==> config.mk <==
export PLATFORM = sky130hd
export DESIGN_NAME = seg7_scan_ctrl_flat
export DESIGN_NICKNAME = d
export VERILOG_FILES = /design/src/rtl/seg7_scan_ctrl_if.sv /design/src/rtl/seg7_scan_ctrl.sv /design/src/flat_wrapper.sv
export SDC_FILE = /design/constraint.sdc
export NUM_CORES = 1
export LEC_CHECK = 0
export ABC_AREA = 1
export CAP_MARGIN = 0
export CORE_AREA = 2 2 95 97
export DETAILED_ROUTE_END_ITERATION = 7
export DIE_AREA = 0 0 97 99
export GPL_ROUTABILITY_DRIVEN = 0
export PLACE_DENSITY = 0.82
export SYNTH_ARGS = -nofsm -noshare
export SYNTH_HDL_FRONTEND = slang
export SYNTH_SLANG_ARGS = --single-unit
==> constraint.sdc <==
create_clock -name clk -period 9.1 [get_ports clk]
set_input_delay 2.275 -clock clk [delete_from_list [all_inputs] [get_ports clk]]
set_output_delay 2.275 -clock clk [all_outputs]
set_load 0.01 [all_outputs]
==> src/rtl/seg7_scan_ctrl_if.sv <==
// Display data and pin bundle between status logic and seg7_scan_ctrl.
// Master drives digit data; slave returns anode/segment drive.
interface seg7_scan_ctrl_if #(
  parameter int NDIG = 8,
  parameter int BRW  = 4
);
  localparam int IW = (NDIG > 1) ? $clog2(NDIG) : 1;

  logic [4*NDIG-1:0] digits;
  logic [NDIG-1:0]   dp;
  logic [NDIG-1:0]   blank;
  logic [BRW-1:0]    bright;
  logic [NDIG-1:0]   an;
  logic [7:0]        seg;
  logic [IW-1:0]     digit_idx;
  logic              frame_done;

  modport master (
    output digits, dp, blank, bright,
    input  an, seg, digit_idx, frame_done
  );

  modport slave (
    input  digits, dp, blank, bright,
    output an, seg, digit_idx, frame_done
  );
endinterface

==> src/rtl/seg7_scan_ctrl.sv <==
// Multiplexed common-anode 7-segment scanner with dead time,
// PWM brightness and frame-coherent shadow capture.
module seg7_scan_ctrl #(
  parameter int NDIG = 8,
  parameter int DIV  = 20000,
  parameter int DEAD = 16,
  parameter int BRW  = 4
) (
  input logic              clk,
  input logic              rst,
  seg7_scan_ctrl_if.slave  bus
);
  localparam int IW  = (NDIG > 1) ? $clog2(NDIG) : 1;
  localparam int CW  = $clog2(DIV);
  localparam int ONW = CW + BRW + 1;
  localparam logic [ONW-1:0] SPAN = ONW'(DIV - DEAD);

  logic [CW-1:0]     cnt;
  logic [IW-1:0]     idx;
  logic [4*NDIG-1:0] digits_s;
  logic [NDIG-1:0]   dp_s;
  logic [NDIG-1:0]   blank_s;
  logic [BRW-1:0]    bright_s;
  logic [NDIG-1:0]   an_q;
  logic [7:0]        seg_q;
  logic [IW-1:0]     idx_q;
  logic              done_q;

  logic              last_slot;
  logic              last_dig;
  logic              frame_end;
  logic [ONW-1:0]    prod;
  logic [ONW-1:0]    on_len;
  logic              lit;
  logic [3:0]        nib;
  logic [NDIG-1:0]   an_sel;

  function automatic logic [6:0] enc(input logic [3:0] n);
    logic [6:0] r;
    r = 7'h7F;
    case (n)
      4'h0: r = 7'h40;
      4'h1: r = 7'h79;
      4'h2: r = 7'h24;
      4'h3: r = 7'h30;
      4'h4: r = 7'h19;
      4'h5: r = 7'h12;
      4'h6: r = 7'h02;
      4'h7: r = 7'h78;
      4'h8: r = 7'h00;
      4'h9: r = 7'h10;
      4'hA: r = 7'h08;
      4'hB: r = 7'h03;
      4'hC: r = 7'h46;
      4'hD: r = 7'h21;
      4'hE: r = 7'h06;
      4'hF: r = 7'h0E;
      default: r = 7'h7F;
    endcase
    return r;
  endfunction

  assign last_slot = (cnt == CW'(DIV - 1));
  assign last_dig  = (idx == IW'(NDIG - 1));
  assign frame_end = last_slot && last_dig;

  // Full-width product so max brightness yields exactly DIV-DEAD.
  assign prod   = SPAN * (ONW'(bright_s) + ONW'(1));
  assign on_len = prod >> BRW;

  assign lit = !blank_s[idx]
            && (ONW'(cnt) >= ONW'(DEAD))
            && (ONW'(cnt) < ONW'(DEAD) + on_len);

  assign nib    = digits_s[{idx, 2'b00} +: 4];
  assign an_sel = ~(NDIG'(1) << idx);

  always_ff @(posedge clk) begin
    if (rst) begin
      cnt      <= '0;
      idx      <= '0;
      an_q     <= '1;
      seg_q    <= 8'hFF;
      idx_q    <= '0;
      done_q   <= 1'b0;
      digits_s <= bus.digits;
      dp_s     <= bus.dp;
      blank_s  <= bus.blank;
      bright_s <= bus.bright;
    end else begin
      cnt <= last_slot ? '0 : cnt + CW'(1);
      if (last_slot)
        idx <= last_dig ? '0 : idx + IW'(1);
      if (frame_end) begin
        digits_s <= bus.digits;
        dp_s     <= bus.dp;
        blank_s  <= bus.blank;
        bright_s <= bus.bright;
      end
      an_q   <= lit ? an_sel : '1;
      seg_q  <= lit ? {~dp_s[idx], enc(nib)} : 8'hFF;
      idx_q  <= idx;
      done_q <= frame_end;
    end
  end

  assign bus.an         = an_q;
  assign bus.seg        = seg_q;
  assign bus.digit_idx  = idx_q;
  assign bus.frame_done = done_q;
endmodule

==> src/flat_wrapper.sv <==
// flat-port wrapper written by rule: the top's interface ports become plain ports
module seg7_scan_ctrl_flat 
#(
  parameter int NDIG = 8,
  parameter int DIV  = 20000,
  parameter int DEAD = 16,
  parameter int BRW  = 4
)
  (clk, rst, bus_digits, bus_dp, bus_blank, bus_bright, bus_an, bus_seg, bus_digit_idx, bus_frame_done);
  seg7_scan_ctrl_if #(.NDIG(NDIG), .BRW(BRW)) bus_i ();
  input logic clk;
  input logic rst;
  input wire logic [$bits(bus_i.digits)-1:0] bus_digits;
  input wire logic [$bits(bus_i.dp)-1:0] bus_dp;
  input wire logic [$bits(bus_i.blank)-1:0] bus_blank;
  input wire logic [$bits(bus_i.bright)-1:0] bus_bright;
  output wire logic [$bits(bus_i.an)-1:0] bus_an;
  output wire logic [$bits(bus_i.seg)-1:0] bus_seg;
  output wire logic [$bits(bus_i.digit_idx)-1:0] bus_digit_idx;
  output wire logic [$bits(bus_i.frame_done)-1:0] bus_frame_done;
  assign bus_i.digits = bus_digits;
  assign bus_i.dp = bus_dp;
  assign bus_i.blank = bus_blank;
  assign bus_i.bright = bus_bright;
  assign bus_an = bus_i.an;
  assign bus_seg = bus_i.seg;
  assign bus_digit_idx = bus_i.digit_idx;
  assign bus_frame_done = bus_i.frame_done;
  seg7_scan_ctrl #(.NDIG(NDIG), .DIV(DIV), .DEAD(DEAD), .BRW(BRW)) u_core (.clk(clk), .rst(rst), .bus(bus_i));
endmodule
==> results of run 1 <==
metal layers:
metal,vias to the layer above,global-route usage (%)
met5,-,0
met1,1784,25.8
met3,22,4.96
met2,154,39.0
met4,0,9.75
li1,1959,-
cells in the mapped netlist, types with 3 or more instances:
cell	instances
a21oi_1	18
buf_2	4
buf_6	3
dfxtp_1	38
edfxtp_1	52
fa_1	3
ha_1	52
inv_1	58
inv_2	3
nand2_1	107
nand3_1	21
nand3_2	3
nand4_1	20
nor2_1	66
nor3_1	11
o21ai_0	29
o21ai_1	6
xor2_1	12
metrics by stage:
| stage | setup slack, ns | std cells | power (uW) |
|---|---|---|---|
| 2_1_floorplan | 4.77 | 540 | 578 |
| 3_5_place_dp | 4.31 | 710 | 633 |
| 6_report | 4.32 | 726 | 911 |
| 3_3_place_gp | 4.58 | 710 | 622 |
| 5_1_grt | 3.85 | 726 | 957 |
| 4_1_cts | 4.30 | 726 | 916 |
layout make-up:
type | instances | area (sq um)
Clock buffer | 10 | 149
Clock inverter | 6 | 70.1
Fill cell | 649 | 2630
Inverter | 62 | 233
Multi-Input combinational cell | 376 | 2280
Sequential cell | 90 | 2320
Tap cell | 108 | 135
Timing Repair Buffer | 74 | 738
path summary, 6_finish.rpt:
kind | start | to
max | u_core.bright_s[0] | u_core.bus.an[1]
min | u_core.cnt[0] | u_core.cnt[0]
max reg2reg | u_core.bright_s[0] | u_core.bus.an[1]
min reg2reg | u_core.cnt[0] | u_core.cnt[0]
critical path, stage by stage (launching register included):
cell	delay [ns]
edfxtp_1	0.53
ha_1	0.30
xor2_1	0.38
fa_1	0.50
ha_1	0.21
inv_1	0.07
fa_1	0.41
inv_1	0.07
ha_1	0.27
a21oi_1	0.20
nand2_1	0.12
nand2_1	0.09
nand2_1	0.08
nand3_2	0.12
nand2_1	0.07
ha_1	0.28
nand2_1	0.07
nor2_1	0.15
nand2_1	0.07
nor2_1	0.08
nand2_1	0.06
nand2_1	0.06
nand2_1	0.05
nand2_1	0.05
nand2_1	0.04
nand2_1	0.09
nand3_4	0.18
nand4_1	0.13
kinds of logic after synthesis:
logic type	Yosys count
simple gates	243
flops	90
buf+inv	74
compound gates	64
fa+ha+maj	55
xor+xnor	14
sequential cells by signal, indices dropped and copies added, names as in the netlist:
signal                 cells
u_core.cnt                15
u_core.bus.seg             8
u_core.bus.frame_done      1
u_core.bus.digit_idx       3
u_core.bright_s            4
u_core.dp_s                8
u_core.blank_s             8
u_core.bus.an              8
u_core.idx                 3
u_core.digits_s           32
power breakdown:
| group | leakage [uW] | switching, uW | total, uW | internal [uW] |
|---|---|---|---|---|
| clock | 0.000112 | 141 | 287 | 146 |
| combinational | 0.00168 | 99.9 | 173 | 72.9 |
| sequential | 0.000816 | 5.66 | 451 | 446 |
| total | 0.00261 | 247 | 911 | 665 |
==> flow_summary.toml, run 1 <==
[timing]
slew_violations = 0
rsz0062_at_grt = "no"
fmax_mhz = 209
fin_crit_ns = 4.78
hold_viol = 0
finalCritPeriodShare_pct = 52.6
slew_headroom_pct = 21.5
holdWs_ns = 0.492
fin_setup_tns_ns = 0
setup_viol = 0
tightest_slew_ns = 1.17
finClkSkew_ns = 0.0102

[critical_path]
cp-start-kind = "flip-flop"
end_kind = "flip-flop"
critPathArrivalTime_ns = 5.08
critPathKind = "reg2reg"
required_ns = 9.40
r2r_cells = 27
worst-path-max-fanout = 16
r2r_setup_slack_ns = 4.32

[route]
drc_errors = 0
wirelength_um = 10200
drt-initial-drc-count = 185
wl_met3_um = 639
wl_per_cell_um = 14.1
top_layer = "met4"
wl_met2_um = 5220
num_vias = 3919
wl_met1_um = 4150
detail-route-antenna-nets = 0
firstDrtPassIters = 5
routed_via_density = 5.40

[synthesis]
synth_top_family_by_area = "simple AND/OR/NAND/NOR gates"
yosysWarnings = 0
yosysTopAreaCellShare_pct = 31.7
synth_compound_area_share_pct = 7.04
synth_mux_area_share_pct = 0
yosys.cell_types.count = 41
yosysTopAreaCell = "edfxtp_1"
synthAdderAreaFrac_pct = 14.4
synthSimpleGateAreaFrac_pct = 22.2
avgSynthCellArea_sq_um = 9.11
yosys_register_bits = 90
netlist_instances = 540
synth_edf_count = 52
synthFlopType = "edfxtp_1"
synth_xor_area_share_pct = 2.49
synth_area_sq_mm = 0.00492
synthTopCellsByArea = "edfxtp_1 32%, dfxtp_1 15%, ha_1 13%"
async_flop_share_pct = 0
yosysSeqAreaShare_pct = 47.2
synth.net_count = 649

[power_and_ir_drop]
ir_drop_mv = 0.0989
pwr_density_cell_mw_per_mm2 = 154
p_leak_uw = 0.00261

[placed_design]
dp_hpwl_um = 7780
place_area_sq_mm = 0.00571
io_buffer_count = 73

[cts]
cts_tree = "built"
cts_buffer_depth = 2
cts_setup_buffers = 0
clk_latency_ns = 0.36
hold_buffers = 0
clock_sinks = 90
htreeDepth = 3
clock_tree.root_cell = "clkbuf_8"
post_cts_resized = 0
numCtsBuffers = 9
clk_pin_slew_ns = 0.09

[cells_and_area]
final_nets = 722
fin_util_pct = 69.3
layout_commonest_cell = "nand2_1"
final_area_sq_mm = 0.00592
syn2layout_area_growth_pct = 20.4
layout-drive-gt1-share_pct = 5.50
diodes = 0
final_cell_mix = "106 x nand2_1, 73 x clkdlybuf4s50_1, 66 x nor2_1"

[global_routing]
grt_max_degree = 54
grt_pass1_wl_um = 17200
grt.total_usage_pct = 22.1
overflow = 0
antenna_found_initial = 0
grt_pass1_vias = 3955

[floorplanning]
ios = 74
die_area_sq_mm = 0.00960
core_sq_mm = 0.00855
die_w_um = 97
initial_core_util_pct = 57.6
die_h_um = 99
num_rows = 34

[outcome]
status = "finished clean"

[hold_path]
hp-class = "reg2reg"
holdPathStages = 1

[flow_run]
drv_cap = 0
Note: power is estimated with default switching activity, not from simulation.
==> inputs of run 2 (changes only) <==
- CORE_AREA: 2 2 95 97 -> 2 2 98 100
- DIE_AREA: 0 0 97 99 -> 0 0 100 102
- PLACE_DENSITY: 0.82 -> 0.78
- clock period: 9.1 -> 4.6 ns (I/O delays scaled with it)
==> run 2 against run 1 <==
Against the previous run: total power rose by 100%; clock skew barely moved; critical path type unchanged; cell area up 2.3%.
==> flow_summary.toml, run 2 (synthesis gave the netlist of run 1 again) <==
[cells_and_area]
largest_reg_flops = 32
register_area_sq_mm = 0.00232
final_nets = 731
layout-drive-gt1-share_pct = 8.77
multi_input_area_sq_mm = 0.00234
biggestRegsByFlops = "u_core.digits_s (32), u_core.cnt (15)"
syn2layout_area_growth_pct = 23.1
layout_commonest_cell = "nand2_1"
diodes = 0
top_register = "u_core.digits_s"
final_cell_mix = "103 x nand2_1, 73 x clkdlybuf4s50_1, 65 x nor2_1"
fillers = 727

[route]
detail-route-antenna-nets = 0
drc_errors = 0
drt-initial-drc-count = 183
num_vias = 3901
routed_via_density = 5.29
firstDrtPassIters = 5
wl_per_cell_um = 13.9
wirelength_um = 10300

[power_and_ir_drop]
p_int_uw = 1350
pwr_density_cell_mw_per_mm2 = 303
p_leak_uw = 0.00265
ir_drop_mv = 0.183
switching_share_pct = 26.7
seqPwrFrac_pct = 48.5
power.total_uw = 1840
combPwrFrac_pct = 19.7
pwr-share-clk_pct = 31.8
switchingPower_uw = 491

[timing]
fmax_mhz = 232
finalCritPeriodShare_pct = 93.7
fin_crit_ns = 4.31
tightest_slew_ns = 0.995
slew_headroom_pct = 33.3
hold_viol = 0
setup_viol = 0
finClkSkew_ns = 0.00986
holdWs_ns = 0.477
slew_violations = 0

[cts]
clk_pin_slew_ns = 0.09
cts_buffer_depth = 2
clock_tree.root_cell = "clkbuf_8"
htreeDepth = 3
numCtsBuffers = 9
cts_tree = "built"
clock_sinks = 90
clk_latency_ns = 0.35

[global_routing]
grt.total_usage_pct = 21.0
antenna_found_initial = 0
overflow = 0
grt_pass1_wl_um = 17200
grt_pass1_vias = 3825
grt_max_degree = 43

[critical_path]
cp-start-kind = "flip-flop"
path_common_cell = "nand2_1"
cp.depth = 27
cp.buffers_inverters = 3
timing.rr.start = "u_core.bright_s[2]"
end_kind = "flip-flop"
required_ns = 4.79
cp_top_family = "adder cells"
worst-path-max-fanout = 8
r2r_setup_slack_ns = 0.29
crit_end = "u_core.bus.seg[6]"
critPathArrivalTime_ns = 4.50
reg2reg_to = "u_core.bus.seg[6]"
critPathKind = "reg2reg"
r2r_cells = 27
critPathMaxStageDelay_ns = 0.48
critPathSlowestCell = "edfxtp_1"
cp-startpoint = "u_core.bright_s[2]"

[floorplanning]
initial_core_util_pct = 54.0
core_sq_mm = 0.00911
die_w_um = 100
num_rows = 35
die_area_sq_mm = 0.0102
ios = 74
die_h_um = 102

[placed_design]
io_buffer_count = 73
dp_hpwl_um = 7610

[outcome]
status = "finished clean"

[hold_path]
hp-class = "reg2reg"

[flow_run]
drv_cap = 0
[run 2: worst min-delay path by stage]
stage,slack [ns],to,startpoint,cells after the start
detailed placement,0.46,u_core.cnt[0],u_core.cnt[0],1
floorplan,0.44,u_core.cnt[0],u_core.cnt[0],1
finish,0.48,u_core.cnt[0],u_core.cnt[0],1
CTS,0.48,u_core.cnt[0],u_core.cnt[0],1
global placement,0.46,u_core.cnt[0],u_core.cnt[0],1
global route,0.53,u_core.cnt[0],u_core.cnt[0],1
[run 2: what timing repair did]
| item | in CTS | in global routing |
|---|---|---|
| buffers inserted | 0 | 3 |
| hold buffers | 0 | 0 |
| endpoints found under the setup margin | 0 | 16 |
| resized for setup | 0 | 13 |
| endpoints found under the hold margin | 0 | 0 |
[run 2: through the flow]
step / cells / setup WS (ns) / util, % / cell area, sq um / setup TNS, ns
final: 738 / 0.289 / 66.5 / 6060 / 0
after global routing: 738 / -0.0270 / 66.5 / 6060 / -0.0604
after global placement: 718 / 0.294 / 63.1 / 5750 / 0
after CTS: 734 / 0.0551 / 65.5 / 5970 / 0
after detailed placement: 718 / 0.0653 / 63.1 / 5750 / 0
after floorplan: 540 / 0.275 / - / 4920 / 0
[run 2: area by class of cell]
class	instances	area share (%)
inverter	62	3.84
clock inverter	4	0.888
sequential	90	38.3
clock buffer	12	2.81
timing repair buffer	82	13.2
multi-input combinational	377	38.7
tap	111	2.29
[run 2: power groups by stage]
stage               clock network [uW]  logic, uW  registers [uW]
finish                             584        362             892
detailed placement                   0        338             910
global route                       627        412             895
CTS                                596        340             891
floorplan                            0        234             909
global placement                     0        326             909
[run 2: layer usage]
| metal | vias up | global-route usage [%] | routed length, um | part of all wire, % |
|---|---|---|---|---|
| met5 | - | 0 | 0 | 0 |
| met4 | 0 | 7.59 | 172 | 1.7 |
| met3 | 14 | 4.86 | 566 | 5.5 |
| met2 | 118 | 36.5 | 5180 | 50 |
| met1 | 1788 | 25.7 | 4360 | 42 |
| li1 | 1981 | - | - | - |
